**config.mk**
```make
export PLATFORM = sky130hd
export DESIGN_NAME = line_cmd_scheduler
export DESIGN_NICKNAME = d
export VERILOG_FILES = /design/src/rtl/line_cmd_scheduler.sv
export SDC_FILE = /design/constraint.sdc
export NUM_CORES = 1
export LEC_CHECK = 0
export BUFFER_PORTS_ARGS = -buffer_cell sky130_fd_sc_hd__clkbuf_2
export CAP_MARGIN = 15
export CORE_UTILIZATION = 55
export DETAILED_ROUTE_END_ITERATION = 6
export PLACE_DENSITY = 0.78
export SETUP_SLACK_MARGIN = 0.02
export SYNTH_ARGS = -nofsm -noshare
export SYNTH_HDL_FRONTEND = slang
export SYNTH_SLANG_ARGS = --single-unit
```
**constraint.sdc**
```tcl
create_clock -name clk -period 2.5 [get_ports clk]
set_input_delay 0 -clock clk [delete_from_list [all_inputs] [get_ports clk]]
set_output_delay 0 -clock clk [all_outputs]
set_load 0.005 [all_outputs]
```
**src/rtl/line_cmd_scheduler.sv**
```systemverilog
// Line command scheduler: queues line-drawing commands in a small FIFO and
// sequences them one at a time through an external line drawer, forwarding
// each drawn pixel to the framebuffer write port.
module line_cmd_scheduler #(
    parameter int unsigned DEPTH = 4
) (
    input  logic        clk,
    input  logic        reset,

    // command handshake
    input  logic        cmd_valid,
    output logic        cmd_ready,
    input  logic [10:0] cmd_x0,
    input  logic [10:0] cmd_y0,
    input  logic [10:0] cmd_x1,
    input  logic [10:0] cmd_y1,
    input  logic        cmd_color,

    // line drawer control
    output logic        ld_reset,
    output logic [10:0] ld_x0,
    output logic [10:0] ld_y0,
    output logic [10:0] ld_x1,
    output logic [10:0] ld_y1,
    input  logic [10:0] ld_x,
    input  logic [10:0] ld_y,
    input  logic        ld_finished,

    // framebuffer write port
    output logic        pixel_write,
    output logic [10:0] pixel_x,
    output logic [10:0] pixel_y,
    output logic        pixel_color,

    // status
    output logic        busy,
    output logic [15:0] lines_done
);

    localparam int unsigned COORD_W = 11;
    localparam int unsigned PTR_W   = (DEPTH > 1) ? $clog2(DEPTH) : 1;
    localparam int unsigned CNT_W   = PTR_W + 1;
    localparam int unsigned DONE_W  = 16;

    typedef struct packed {
        logic [COORD_W-1:0] x0;
        logic [COORD_W-1:0] y0;
        logic [COORD_W-1:0] x1;
        logic [COORD_W-1:0] y1;
        logic               color;
    } cmd_t;

    typedef enum logic [1:0] {
        IDLE = 2'd0,
        LOAD = 2'd1,
        DRAW = 2'd2
    } state_t;

    state_t             state;
    state_t             state_next;

    cmd_t               mem [DEPTH];
    logic [PTR_W-1:0]   wr_ptr;
    logic [PTR_W-1:0]   rd_ptr;
    logic [CNT_W-1:0]   count;

    cmd_t               cur;
    cmd_t               push_entry;
    logic               push;
    logic               pop;
    logic               fifo_empty;
    logic               line_complete;

    // FIFO status is derived from the occupancy counter only, never from cmd_valid
    assign fifo_empty    = (count == CNT_W'(0));
    assign cmd_ready     = (count != CNT_W'(DEPTH));
    assign push          = cmd_valid && cmd_ready;
    assign pop           = (state == IDLE) && !fifo_empty;
    assign line_complete = (state == DRAW) && ld_finished;

    // pack the incoming command for storage
    assign push_entry = '{x0: cmd_x0, y0: cmd_y0, x1: cmd_x1, y1: cmd_y1, color: cmd_color};

    // FIFO storage; entries carry no reset since occupancy gates every read
    always_ff @(posedge clk) begin
        if (push) begin
            mem[wr_ptr] <= push_entry;
        end
    end

    // FIFO pointers and occupancy; simultaneous push and pop keep count unchanged
    always_ff @(posedge clk) begin
        if (reset) begin
            wr_ptr <= '0;
            rd_ptr <= '0;
            count  <= '0;
        end else begin
            if (push) begin
                wr_ptr <= wr_ptr + PTR_W'(1);
            end
            if (pop) begin
                rd_ptr <= rd_ptr + PTR_W'(1);
            end
            case ({push, pop})
                2'b10:   count <= count + CNT_W'(1);
                2'b01:   count <= count - CNT_W'(1);
                default: count <= count;
            endcase
        end
    end

    // current line: latched on the pop, held stable until the next pop
    always_ff @(posedge clk) begin
        if (reset) begin
            cur <= '0;
        end else if (pop) begin
            cur <= mem[rd_ptr];
        end
    end

    // FSM state register
    always_ff @(posedge clk) begin
        if (reset) begin
            state <= IDLE;
        end else begin
            state <= state_next;
        end
    end

    // FSM next-state logic; ld_finished only matters while drawing
    always_comb begin
        state_next = state;
        case (state)
            IDLE: begin
                if (!fifo_empty) begin
                    state_next = LOAD;
                end
            end
            LOAD: begin
                state_next = DRAW;
            end
            DRAW: begin
                if (ld_finished) begin
                    state_next = IDLE;
                end
            end
            default: begin
                state_next = IDLE;
            end
        endcase
    end

    // FSM outputs: drawer held in reset until DRAW, pixels written only while drawing
    always_comb begin
        ld_reset    = 1'b1;
        pixel_write = 1'b0;
        case (state)
            DRAW: begin
                ld_reset    = 1'b0;
                pixel_write = !ld_finished;
            end
            default: begin
                ld_reset    = 1'b1;
                pixel_write = 1'b0;
            end
        endcase
    end

    // completed-line counter, wraps modulo 2^16
    always_ff @(posedge clk) begin
        if (reset) begin
            lines_done <= '0;
        end else if (line_complete) begin
            lines_done <= lines_done + DONE_W'(1);
        end
    end

    assign ld_x0       = cur.x0;
    assign ld_y0       = cur.y0;
    assign ld_x1       = cur.x1;
    assign ld_y1       = cur.y1;
    assign pixel_x     = ld_x;
    assign pixel_y     = ld_y;
    assign pixel_color = cur.color;
    assign busy        = (state != IDLE) || !fifo_empty;

endmodule
```
After elaboration in Yosys (flattened, before gate mapping)
Memories as Yosys holds them, arrays and structs flattened. A register that Yosys moved wholly into a read port is not among the register bits.
Cells that the tools add are included.
{"block": "op_classes", "addsub": 5, "multipliers": 0, "n_div": 0, "order_cmp": 0, "eq_ne": 7, "shift": 0, "n_mux": 8, "bitwise_logic": 0, "reduce_logical": 11}
{"op": "adder 16 x 1 -> 16 bit, second input constant", "n": 1}
{"op": "case mux 2 bit (3 select lines)", "n": 1}
{"op": "case mux 3 bit (2 select lines)", "n": 1}
{"op": "adder 2 x 1 -> 2 bit, second input constant", "n": 2}
{"op": "equality test 2 x 1 -> 1 bit, second input constant", "n": 2}
{"op": "equality test 2 bit, second input constant", "n": 2}
{"op": "two-way mux 1 bit", "n": 4}
{"op": "two-way mux 2 bit", "n": 2}
{"op": "!= test 2 bit, second input constant", "n": 2}
{"op": "nonzero test 2 bit", "n": 2}
{"op": "adder 3 x 1 -> 3 bit, second input constant", "n": 1}
{"op": "logical AND 1 bit", "n": 3}
{"op": "zero test 3 bit", "n": 1}
{"op": "!= test 3 bit, second input constant", "n": 1}
{"op": "subtractor 3 x 1 -> 3 bit, second input constant", "n": 1}
{"op": "zero test 1 bit", "n": 2}
{"op": "zero test 2 bit", "n": 1}
{"op": "AND reduction 2 bit", "n": 1}
{"op": "logical OR 1 bit", "n": 1}
{"block": "word_totals", "register_bits": 25, "latchBits": 0, "mem_bits_rw": 180, "rom_bits": 0, "in_bits": 71, "elab_cells": 37, "n_memories": 1}
{"name": "mem", "depth": 4, "word_bits": 45, "rd": 1, "rd_ports_with_merged_regs": 1, "write_ports": 1, "line_no": "62", "text": "cmd_t mem [DEPTH];"}

Logic depth before layout (Yosys ltp)
Gate-level depths: netlist of run 1.
{"block": "logic_depth", "depth_word": 5, "ltp_mapped": 10, "ltp_nobuf": 9}

Worst setup path after synthesis of run 1
No wires, ideal clock.
{"block": "synth_path", "path_kind": "reg-to-reg", "startpoint": "reg count[0]", "endpoint": "reg count[2]", "setup_ns": 0.070, "arrival_time_ns": 2.187, "required_time_ns": 2.430, "slack_ns": 0.243, "stages_incl_launch_ff": 10, "path_cell_list": "dfxtp_1 -> or3b_1 -> and2_1 -> inv_1 -> ha_1 -> inv_1 -> fa_1 -> xor2_1 -> or3_1 -> a21oi_1"}
{"block": "synth_via", "word_cells_on_any_way": 11}
{"item": "from (decl)", "line_no": "65", "text": "logic [CNT_W-1:0] count;"}
{"item": "from (signal assigned)", "line_no": "105", "text": "2'b10: count <= count + CNT_W'(1);"}
{"item": "from (signal assigned)", "line_no": "106", "text": "2'b01: count <= count - CNT_W'(1);"}
{"item": "from (signal assigned)", "line_no": "107", "text": "default: count <= count;"}
{"item": "!= test 3 bit *", "line_no": "76", "text": "assign cmd_ready = (count != CNT_W'(DEPTH));"}
{"item": "named net cmd_ready", "line_no": "12", "text": "output logic cmd_ready,"}
{"item": "logical AND 1 bit *", "line_no": "77", "text": "assign push = cmd_valid && cmd_ready;"}
{"item": "equality test 2 x 1 -> 1 bit / equality test 2 bit (equally long branches)", "line_no": "104", "text": "case ({push, pop})"}
{"item": "case mux 3 bit (2 select lines) / nonzero test 2 bit (equally long branches)"}
The timed path passes the listed nets; every way through them passes the cells marked *.
A chain may end at the register's enable or synchronous reset.

Worst setup path after layout of run 1
{"block": "layout_path", "startpoint": "reg count[0]", "endpoint": "reg count[2]"}
{"block": "layout_via", "elab_chain_len": 5, "word_cells_on_any_way": 11}
{"item": "zero test 3 bit", "line_no": "75", "text": "assign fifo_empty = (count == CNT_W'(0));"}
{"item": "zero test 1 bit", "line_no": "78", "text": "assign pop = (state == IDLE) && !fifo_empty;"}
{"item": "logical AND 1 bit", "line_no": "78"}
{"item": "equality test 2 x 1 -> 1 bit / equality test 2 bit (equally long branches)", "line_no": "104"}
{"item": "case mux 3 bit (2 select lines) / nonzero test 2 bit (equally long branches)"}
Several ways; a longest one is shown, not always the timed one.

==> results of run 1 <==
-- through the flow --
step,total power [mW],setup slack [ps],std cells,utilization
after floorplan,7.348,242.7,596,-
after global placement,8.194,197.7,889,0.6086
after detailed placement,8.297,66.69,889,0.6086
after CTS,11.88,52.29,979,0.6827
after global routing,12.37,35.72,980,0.6833
final,11.80,141.7,980,0.6833
-- worst register-to-register path, delay by kind of cell (launching register included) --
| kind | cells | cell delay (ps) |
|---|---|---|
| adders and majority gates | 2 | 550 |
| DFF | 1 | 340 |
| AOI/OAI and AO/OA | 1 | 150 |
| xor gates and xnor gates | 1 | 160 |
| and+or+nand+nor | 3 | 950 |
| buffers and inverters | 2 | 130 |
-- cells in the final DEF (no fill, tap or decap), types with 9 or more instances in the layout --
| master | synthesis | layout |
|---|---|---|
| edfxtp_1 | 180 | 180 |
| clkbuf_2 | 0 | 112 |
| nand2_1 | 97 | 96 |
| dfxtp_1 | 70 | 66 |
| a21oi_1 | 51 | 51 |
| dlygate4sd3_1 | 0 | 47 |
| mux4_2 | 45 | 45 |
| nor2_1 | 27 | 27 |
| clkbuf_16 | 0 | 25 |
| inv_1 | 10 | 9 |
-- per-layer routing --
layer  share of wire  routed length (um)  track usage  vias up
met5               0                   0            0        -
met4           0.025                 482      0.07955        0
met3           0.065                1256      0.03729       50
met2            0.51                9857       0.3814      219
met1            0.40                7866       0.2965     2692
li1                -                   -            -     2483
-- where the power goes --
| part | switching (mW) | internal, mW |
|---|---|---|
| Combinational | 1.61 | 1.22 |
| Clock | 1.44 | 2.05 |
| Sequential | 0.356 | 5.12 |
-- cell families after synthesis --
kind of cell | after synthesis | synth area share
AOI/OAI and AO/OA | 54 | 0.02892
xor gates and xnor gates | 15 | 0.01387
adders and majority gates | 7 | 0.01004
buffers and inverters | 62 | 0.03869
DFF | 250 | 0.7183
muxes | 49 | 0.1120
and+or+nand+nor | 159 | 0.07817
-- worst paths after layout --
path,from,end,depth (start not counted)
max,count[0],count[2],9
min,ld_y[0],pixel_y[0],0
min reg2reg,ld_y1[10],ld_y1[10],2
max reg2reg,count[0],count[2],9
-- final cells by class --
class	count	area [um^2]
flip-flops and latches	250	6814
fillers	1117	5289
multi-input cells	284	2315
repair buffers	172	1201
clock buffers	36	706.9
well taps	220	275.3
clock inverters	7	60.06
inverters	10	37.54
diodes	1	2.502
-- state kept, by name (all words and copies together), names as in the netlist --
signal,flops
ld_y0,11
pixel_color,1
rd_ptr,2
mem,180
ld_y1,11
ld_x0,11
lines_done,16
wr_ptr,2
count,3
ld_x1,11
state,2
-- timing repair --
| item | CTS | global route |
|---|---|---|
| endpoints found under the setup margin | 0 | 1 |
| hold buffers | 47 | 0 |
| gates resized for setup | 0 | 4 |
| hold endpoints to repair | 185 | 0 |
==> results.txt, run 1 <==
----------------------------------------------------
[Clock tree]
  CTS root buf ... clkbuf_16
  Maximum buffer depth of the clock tree ... 3
  Clk pin slew, worst setup/hold paths ... 60 ps
  Number of CTS-inserted buffers ... 25
  Post-CTS setup buffer count ... 0
  Total number of H-tree levels ... 1
  TritonCTS clock tree ... built
  Insertion delay of the later-clocked pin in the worst-skew pair ... 500 ps
  Number of sinks on the clock net ... 250

[Synth]
  Synth Register Bits ... 250
  Share of synthesized area occupied by flip-flops and latches ... 0.7183
  Number of distinct standard cells referenced by the synthesized netlist ... 38
  Yosys top cell by area ... edfxtp_1
  Synthesized net count ... 674
  Yosys warnings ... 0
  Largest cells by area after synthesis ... edfxtp_1 57%, dfxtp_1 15%, mux4_2 11%
  Cells after synthesis ... 596
  Top-count cell post-synth ... edfxtp_1
  Top cell type's share of synthesized area ... 0.5704
  Async set-or-reset flop fraction in the synthesized netlist ... 0
  Mapped Avg Cell Area ... 15.90 um^2
  Number of enable flip-flop cells after synthesis ... 180
  Mapped Area ... 9475 um^2
  Synth top cells by count ... 180 x edfxtp_1, 97 x nand2_1, 70 x dfxtp_1
  Post-synth top flop ... edfxtp_1

[Placed design]
  HPWL Detailed ... 10.90 mm
  GP Congestion ... 0.8335
  Placed cell areas ... 10160 um^2
  PortBufs ... 113

[Critical path]
  Crit Path Max Fanout ... 6
  Data required time at the worst endpoint ... 2920 ps
  Critical-path cell list ... or3b_4, and2_4, inv_1, ha_1, inv_1, fa_1, xor2_1, or3_1, a21oi_1
  Critical path start-end classification ... flip-flop to flip-flop
  Slowest cell delay on critical path ... 430 ps
  Most prevalent standard cell on the critical path ... inv_1
  Worst setup SP type ... flip-flop
  Worst setup EP type ... flip-flop
  Family with the most delay on the worst path ... simple AND/OR/NAND/NOR gates
  Reg2reg setup slack ... 140 ps
  Critical path data arrival time ... 2780 ps
  Sum of buffers and inverters on the critical path ... 2
  Slowest cell on the critical path ... or3b_4

[Die]
  Cell Rows ... 47
  Die Height ... 133.3 um
  Core Footprint ... 16700 um^2
  Width of the chip ... 133.3 um
  Die area ... 17760 um^2
  Starting density of the core ... 0.5674
  Total I/O pin count ... 158

[Status]
  Run status ... finished clean

[Global routing]
  GRT Resource Usage Total ... 0.2251
  Initial antenna violation count ... 1
  Total congestion overflow after global routing ... 0
  Global-route wire length before repair ... 30.53 mm
  Pin count of the biggest net entering global routing ... 47
  Via count of the first global-routing pass ... 5770

[Cells and area]
  Fraction of layout cells with a size suffix above 1 ... 0.2938
  Final std cell area, no fill ... 11410 um^2
  Area growth from synthesis to final layout ... 20.44%
  Net count reported at finish ... 821

[Timing]
  Final Max Slew Viols ... 0
  Unrepaired setup endpoints after global routing ... no
  Hold violation count in the final report ... 0
  Peak Freq ... 0.4240 GHz
  Post-Route Hold Slack ... 0.004360 ps
  Pin slew with the least headroom to its limit ... 731.6 ps
  Final period utilization ... 0.9433
  # setup viols final ... 0
  Post-layout min period ... 2358 ps
  Remaining max-slew budget at the tightest pin ... 0.5123
  Clock Skews ... 10.93 ps
  Total negative slack ... 0 ps

[Pwr]
  Max rail drop VDD ... 0.8250 mV
  Leakage ... 4.113 nW
  Areal power density over the cells ... 1034 nW/um^2

[Detailed routing]
  Violation count after the first detailed-route iteration ... 356
  DRT antenna net count ... 0
  Total via count after detailed routing ... 5444
  Detail-routed net length per standard cell ... 19.86 um
  Post-Route WL ... 19.46 mm
  Detailed-routing iteration count for the pre-antenna-repair pass ... 4
  Average vias per placed instance ... 5.555
  Number of DRC violations after detailed routing ... 0

[Worst hold path]
  Worst hold path type ... input port to primary output

[Job]
  # Max-Cap Violations ... 0

----------------------------------------------------
No activity file was read; power rests on OpenSTA's default activity.
==> inputs of run 2 (changes only) <==
--- a/config.mk
+++ b/config.mk
@@ -5,6 +5,7 @@
 export SDC_FILE = /design/constraint.sdc
 export NUM_CORES = 1
 export LEC_CHECK = 0
+export ABC_AREA = 1
 export BUFFER_PORTS_ARGS = -buffer_cell sky130_fd_sc_hd__clkbuf_2
 export CAP_MARGIN = 15
 export CORE_UTILIZATION = 55
==> run 2 against run 1 <==
Sequential power down 3%. Sequential share of layout area is 1.5 points lower. Worst hold slack about the same. Die area grew 1.9%. Final cell count increased by 25%. Non-clock buffer count is 9 higher. Worst setup slack improved by 440 ps. Power rose by 6.0%. Final area rose by 2.5%. Synthesized cell count grew 40%. Utilization decreased by 0.46 points.
==> results.txt, run 2 <==
----------------------------------------------------
[Status]
  Run status ... finished clean

[Die]
  Die area ... 18100 um^2 (+1.9%)
  Total I/O pin count ... 158 (unchanged)
  Starting density of the core ... 0.5605 (-0.006811)
  Core Footprint ... 17240 um^2 (+3.2%)
  Cell Rows ... 48 (+2.1%)
  Die Height ... 134.5 um (+0.96%)
  Width of the chip ... 134.5 um (+0.96%)

[Cells and area]
  Flip-flop count of the largest register after layout ... 180 (unchanged)
  Net count reported at finish ... 1054 (+28%)
  Most common library cell in the layout ignoring fill and taps ... nor2_1
  Commonest cells after routing, fill and taps aside ... 205 x nor2_1, 180 x edfxtp_1, 116 x o21ai_0
  Largest regs ... mem (180), lines_done (16)
  Area growth from synthesis to final layout ... 21.08%
  Post-route core utilization ... 0.6787 (-0.004606)
  Fraction of layout cells with a size suffix above 1 ... 0.1938 (-0.1000)
  Reg with most FFs ... mem
  Layout Cells excl Fill ... 1222 (+25%)

[Timing]
  # setup viols final ... 0 (unchanged)
  Post-layout min period ... 1922 ps (-436.8 ps)
  Peak Freq ... 0.5204 GHz (+23%)
  Pin slew with the least headroom to its limit ... 895.4 ps (+163.8 ps)
  Unrepaired setup endpoints after global routing ... no
  Clock Skews ... 9.939 ps (-0.9921 ps)
  Final Max Slew Viols ... 0 (unchanged)
  Total negative slack ... 0 ps (unchanged)
  Hold violation count in the final report ... 0 (unchanged)
  Remaining max-slew budget at the tightest pin ... 0.4031 (-0.1092)
  Post-Route Hold Slack ... 0.001996 ps (-0.002364 ps)
  Final period utilization ... 0.7686 (-0.1747)

[Critical path]
  Reg2reg setup slack ... 580 ps (+440 ps)
  Critical path data arrival time ... 2330 ps (-450 ps)
  Worst R2R End ... count[2]
  Critical path start-end classification ... flip-flop to flip-flop
  Start of the worst register-to-register path ... count[0]
  Slowest cell on the critical path ... fa_1
  Slowest cell delay on critical path ... 380 ps (-50 ps)
  Worst setup SP type ... flip-flop
  FF-to-FF path depth ... 10 (+1)
  Critical-path cell list ... inv_1, nand3_1, nand2_1, ha_1, inv_1, fa_1, a21oi_1, o21ai_0, o21ai_0, a21oi_1
  Crit Path Max Fanout ... 6 (unchanged)
  Worst setup EP type ... flip-flop
  Data required time at the worst endpoint ... 2910 ps (about the same)

[Detailed routing]
  Violation count after the first detailed-route iteration ... 403 (+13%)
  Average vias per placed instance ... 5.426 (-2.3%)
  Number of DRC violations after detailed routing ... 0 (unchanged)
  Detail-routed net length per standard cell ... 16.02 um (-19%)
  Total via count after detailed routing ... 6631 (+22%)
  DRT antenna net count ... 0 (unchanged)
  Detailed-routing iteration count for the pre-antenna-repair pass ... 4 (unchanged)
  Post-Route WL ... 19.58 mm (+0.59%)

[Global routing]
  Pin count of the biggest net entering global routing ... 92 (+96%)
  Global-route wire length before repair ... 30.93 mm (+1.3%)
  Total congestion overflow after global routing ... 0 (unchanged)
  GRT Resource Usage Total ... 0.2189 (-0.006225)
  Initial antenna violation count ... 1 (unchanged)
  Via count of the first global-routing pass ... 6218 (+7.8%)

[Synth]
  Mapped Avg Cell Area ... 11.58 um^2 (-27%)
  Mapped Area ... 9662 um^2 (+2.0%)
  Synthesized net count ... 912 (+35%)
  Top cell type's share of synthesized area ... 0.5594 (-0.01101)
  Async set-or-reset flop fraction in the synthesized netlist ... 0 (unchanged)
  Share of synthesized area occupied by flip-flops and latches ... 0.7045 (-0.01386)
  Yosys top cell by area ... edfxtp_1
  Top-count cell post-synth ... nor2_1
  Largest cells by area after synthesis ... edfxtp_1 56%, dfxtp_1 15%, nor2_1 8.1%
  Synth Register Bits ... 250 (unchanged)
  Cells after synthesis ... 834 (+40%)
  Yosys warnings ... 0 (unchanged)
  Synth top cells by count ... 209 x nor2_1, 180 x edfxtp_1, 116 x o21ai_0
  Number of distinct standard cells referenced by the synthesized netlist ... 30 (-21%)
  Number of enable flip-flop cells after synthesis ... 180 (unchanged)
  Post-synth top flop ... edfxtp_1

[Pwr]
  Total power ... 12.51 mW (+6.0%)
  Cell-internal power ... 8.618 mW (+2.7%)
  Net switching component of the power ... 3.891 mW (+14%)
  Leakage ... 4.374 nW (+6.4%)
  Max rail drop VDD ... 0.9572 mV (+16%)
  Combinational fraction of design power ... 0.257 (+0.017)
  Switching Share ... 0.3111 (+0.02228)
  Areal power density over the cells ... 1069 nW/um^2 (+3.4%)
  Proportion of power drawn by the clock network ... 0.319 (+0.023)
  Sequential share of power ... 0.424 (-0.040)

[Clock tree]
  CTS root buf ... clkbuf_16
  Number of CTS-inserted buffers ... 26 (+4.0%)
  Clk pin slew, worst setup/hold paths ... 60 ps (about the same)
  Total number of H-tree levels ... 1 (unchanged)
  Number of sinks on the clock net ... 250 (unchanged)
  Maximum buffer depth of the clock tree ... 3 (unchanged)
  TritonCTS clock tree ... built
  Insertion delay of the later-clocked pin in the worst-skew pair ... 520 ps (+20 ps)

[Placed design]
  # placed instances ... 1125 (+27%)
  PortBufs ... 113 (unchanged)
  GP Congestion ... 0.8318 (-0.20%)
  HPWL Detailed ... 11.15 mm (+2.3%)

[Worst hold path]
  Worst hold path type ... input port to primary output
  Hold path depth ... 0 (unchanged)
  Startpoint of the most critical hold path ... ld_y[5]
  Endpoint, Worst Hold ... pixel_y[5]

[Job]
  # Max-Cap Violations ... 0 (unchanged)

----------------------------------------------------
run 2: cell count changes in the layout (fill, tap and decap cells not counted), sizes merged, moves of 8 or more:
| cell | before | now |
|---|---|---|
| o22ai | 0 | 45 |
| nand2 | 97 | 27 |
| nand3 | 6 | 14 |
| inv | 10 | 34 |
| mux4 | 45 | 0 |
| o21ai | 2 | 146 |
| a21oi | 51 | 15 |
| nor2 | 27 | 214 |
run 2: worst max-delay path by stage:
stage | from | endpoint | slack [ps] | cells past startpoint
final | count[0] | count[2] | 580 | 10
after global routing | count[0] | count[2] | 460 | 10
after CTS | count[0] | count[2] | 580 | 10
after detailed placement | count[0] | count[2] | 610 | 10
after global placement | count[0] | count[2] | 710 | 10
after floorplan | count[1] | mem[0][0] | -530 | 4
run 2: power by group through the flow:
stage | Clock (mW) | Sequential (mW) | Combinational, mW
2_1_floorplan | 0 | 5.36 | 2.23
3_3_place_gp | 0 | 5.36 | 3.07
3_5_place_dp | 0 | 5.38 | 3.15
4_1_cts | 4.07 | 5.30 | 3.23
5_1_grt | 4.23 | 5.36 | 3.62
6_report | 3.99 | 5.30 | 3.22
run 2: worst max-delay path: cells and delay by family (launching register included):
family,cells,cell delay [ps]
AND/OR/NAND/NOR,2,260
buffers and inverters,2,230
AO/OA/AOI/OAI,4,480
adder cells (fa/ha/maj),2,540
flip-flops,1,300
run 2: layout make-up:
class	count	area [um^2]
Sequential cell	250	6812
Fill cell	1240	5538
Multi-Input combinational cell	484	2330
Timing Repair Buffer	181	1234
Clock buffer	38	777.0
Tap cell	225	281.5
Clock inverter	10	138.9
Inverter	33	123.9
Antenna cell	1	2.502
run 2: cells by family after synthesis:
kind of cell	Yosys count	synth area share
xor+xnor	1	0.0009067
compound gates	209	0.1149
fa+ha+maj	7	0.009842
simple gates	267	0.1124
flops	250	0.7045
buf+inv	100	0.05750
run 2: per-layer routing:
| metal | GRT usage | wire [um] |
|---|---|---|
| met1 | 0.2845 | 8455 |
| met2 | 0.3696 | 9602 |
| met3 | 0.03979 | 1102 |
| met4 | 0.08052 | 417 |
| met5 | 0 | 0 |
run 2: per-stage QoR:
| stage | worst slack [ps] | instance area [um^2] |
|---|---|---|
| floorplan | -531.3 | 9662 |
| global placement | 708.4 | 10300 |
| detailed placement | 606.4 | 10300 |
| CTS | 584.7 | 11700 |
| global route | 456.8 | 11700 |
| finish | 578.4 | 11700 |
run 2: timing repair:
item                                   in CTS  in global routing
setup endpoints to repair                   0                  0
buffers inserted                            0                  0
gates resized for setup                     0                  0
endpoints found under the hold margin     193                  0
hold buffers                               48                  0
==> inputs of run 3 (changes only) <==
==> constraint.sdc (replaced) <==
create_clock -name clk -period 1.9 [get_ports clk]
set_input_delay 0 -clock clk [delete_from_list [all_inputs] [get_ports clk]]
set_output_delay 0 -clock clk [all_outputs]
set_load 0.005 [all_outputs]
==> run 3 against run 2 <==
First-iteration DRC count is 15% higher. Global-route usage is 0.56 points higher. Combinational power is 35% higher. Flip-flop and latch count stayed put. Critical path type unchanged.
==> results.txt, run 3 (synthesized netlist as in run 2, its figures left out) <==
----------------------------------------------------
[Global routing]
  Global-route wire length before repair ... 31.68 mm (+2.4%)
  GRT Resource Usage Total ... 0.2245 (+0.005620)
  Met3 Track Usage GR ... 0.03791 (-0.001877)
  Met2 demand-to-capacity share in global routing ... 0.3791 (+0.009499)
  Initial antenna violation count ... 0 (-1)
  Pin count of the biggest net entering global routing ... 92 (unchanged)
  Via count of the first global-routing pass ... 6384 (+2.7%)
  Global routing met1 resource utilization ... 0.2934 (+0.008893)
  Total congestion overflow after global routing ... 0 (unchanged)
  Highest-utilization routing layer at the global route stage ... met2

[Cells and area]
  Largest regs ... mem (180), lines_done (16)
  Layout Cells excl Fill ... 1219 (-0.25%)
  Flip-flop count of the largest register after layout ... 180 (unchanged)
  Commonest cells after routing, fill and taps aside ... 205 x nor2_1, 180 x edfxtp_1, 114 x o21ai_0
  Multi-input combinational cell area ... 2332 um^2 (+0.11%)
  Most common library cell in the layout ignoring fill and taps ... nor2_1
  Sequential cell area in the final layout ... 6812 um^2 (unchanged)
  Fill cell count ... 1240 (unchanged)
  Fraction of layout cells with a size suffix above 1 ... 0.1923 (-0.001429)
  Area growth from synthesis to final layout ... 20.12%
  Reg with most FFs ... mem
  Net count reported at finish ... 1053 (-0.095%)
  Post-route core utilization ... 0.6733 (-0.005372)

[Critical path]
  Data required time at the worst endpoint ... 2290 ps (-620 ps)
  Worst setup SP type ... flip-flop
  Critical path start-end classification ... flip-flop to flip-flop
  Critical path data arrival time ... 2150 ps (-180 ps)
  Worst setup EP type ... flip-flop
  Critical-path cell list ... inv_2, nand3_1, nand2_2, ha_1, inv_1, fa_1, a21oi_1, o21ai_1, o21ai_1, a21oi_1
  Sum of buffers and inverters on the critical path ... 2 (unchanged)
  Slowest cell delay on critical path ... 380 ps (about the same)
  Slowest cell on the critical path ... fa_1
  Crit Path Max Fanout ... 6 (unchanged)
  Family with the most delay on the worst path ... adder cells

[Detailed routing]
  Detail-routed net length per standard cell ... 16.71 um (+4.3%)
  DRT antenna net count ... 0 (unchanged)
  Number of DRC violations after detailed routing ... 0 (unchanged)
  Violation count after the first detailed-route iteration ... 465 (+15%)
  Total via count after detailed routing ... 6686 (+0.83%)
  Detailed-routing iteration count for the pre-antenna-repair pass ... 7 (+3)
  Average vias per placed instance ... 5.485 (+1.1%)
  Post-Route WL ... 20.37 mm (+4.0%)

[Clock tree]
  Clk pin slew, worst setup/hold paths ... 60 ps (about the same)
  Number of CTS-inserted buffers ... 25 (-3.8%)
  TritonCTS clock tree ... built
  Maximum buffer depth of the clock tree ... 3 (unchanged)
  Number of sinks on the clock net ... 250 (unchanged)
  CTS root buf ... clkbuf_16
  Insertion delay of the later-clocked pin in the worst-skew pair ... 510 ps (about the same)
  Total number of H-tree levels ... 1 (unchanged)

[Timing]
  Remaining max-slew budget at the tightest pin ... 0.6008 (+0.1977)
  # setup viols final ... 0 (unchanged)
  Clock Skews ... 7.422 ps (-2.517 ps)
  Hold violation count in the final report ... 0 (unchanged)
  Pin slew with the least headroom to its limit ... 598.8 ps (-296.5 ps)
  Final period utilization ... 0.9300 (+0.1614)
  Post-Route Hold Slack ... 0.001431 ps (-0.0005655 ps)
  Unrepaired setup endpoints after global routing ... no
  Final Max Slew Viols ... 0 (unchanged)
  Peak Freq ... 0.5659 GHz (+8.7%)
  Post-layout min period ... 1767 ps (-154.6 ps)

[Pwr]
  Leakage ... 4.324 nW (-1.2%)
  Areal power density over the cells ... 1365 nW/um^2 (+28%)
  Total power ... 15.84 mW (+27%)
  Max rail drop VDD ... 0.9521 mV (-0.53%)

[Placed design]
  GP Congestion ... 0.8485 (+2.0%)
  PortBufs ... 113 (unchanged)
  HPWL Detailed ... 11.45 mm (+2.7%)
  # placed instances ... 1125 (unchanged)

[Die]
  Starting density of the core ... 0.5605 (unchanged)
  Die Height ... 134.5 um (unchanged)
  Die area ... 18100 um^2 (unchanged)
  Cell Rows ... 48 (unchanged)
  Width of the chip ... 134.5 um (unchanged)
  Core Footprint ... 17240 um^2 (unchanged)
  Total I/O pin count ... 158 (unchanged)

[Status]
  Run status ... finished clean

[Job]
  # Max-Cap Violations ... 0 (unchanged)

[Worst hold path]
  Worst hold path type ... input port to primary output

----------------------------------------------------
==> run 3: final cells by class <==
class / count / share of cell area
sequential: 250 / 0.5869
multi-input combinational: 484 / 0.2009
timing repair buffer: 181 / 0.1117
clock buffer: 35 / 0.06059
tap: 225 / 0.02426
inverter: 33 / 0.01067
clock inverter: 10 / 0.004743
antenna: 1 / 0.0002156
==> run 3: worst paths after layout <==
kind                 start             to  slack [ps]  cells past startpoint
max reg2reg       count[0]       count[2]         130                     10
max               count[0]       count[2]         130                     10
min                ld_y[6]     pixel_y[6]       0.001                      0
min reg2reg  lines_done[1]  lines_done[1]         490                      2
==> run 3: stage by stage <==
step	TNS [ps]	setup WS [ps]	area (um^2)
5_1_grt	0	44.52	11600
2_1_floorplan	-61880	-343.8	9678
3_5_place_dp	0	158.3	10360
3_3_place_gp	0	219.8	10360
4_1_cts	0	147.7	11600
6_report	0	133.0	11610
==> run 3: what timing repair did <==
| action | CTS | global route |
|---|---|---|
| buffers inserted | 0 | 0 |
| hold buffers | 48 | 0 |
| hold endpoints to repair | 193 | 0 |
| resized for setup | 0 | 0 |
==> run 3: where the power goes <==
group	internal (mW)	switching, mW
sequential	6.66	0.304
clock	2.58	1.94
combinational	1.49	2.86
==> run 3: layer usage <==
metal / share of wire / wire, um / vias to the layer above
met5: 0 / 0 / -
met4: 0.016 / 320 / 0
met3: 0.074 / 1514 / 34
met2: 0.49 / 10050 / 260
met1: 0.42 / 8484 / 3191
li1: - / - / 3201
==> run 3: worst reg2reg max path: cells and delay by family, from the launching register on <==
kind	cells	cell delay, ps
and+or+nand+nor	2	220
buffers and inverters	2	170
DFF	1	310
adders and majority gates	2	520
AOI/OAI and AO/OA	4	430
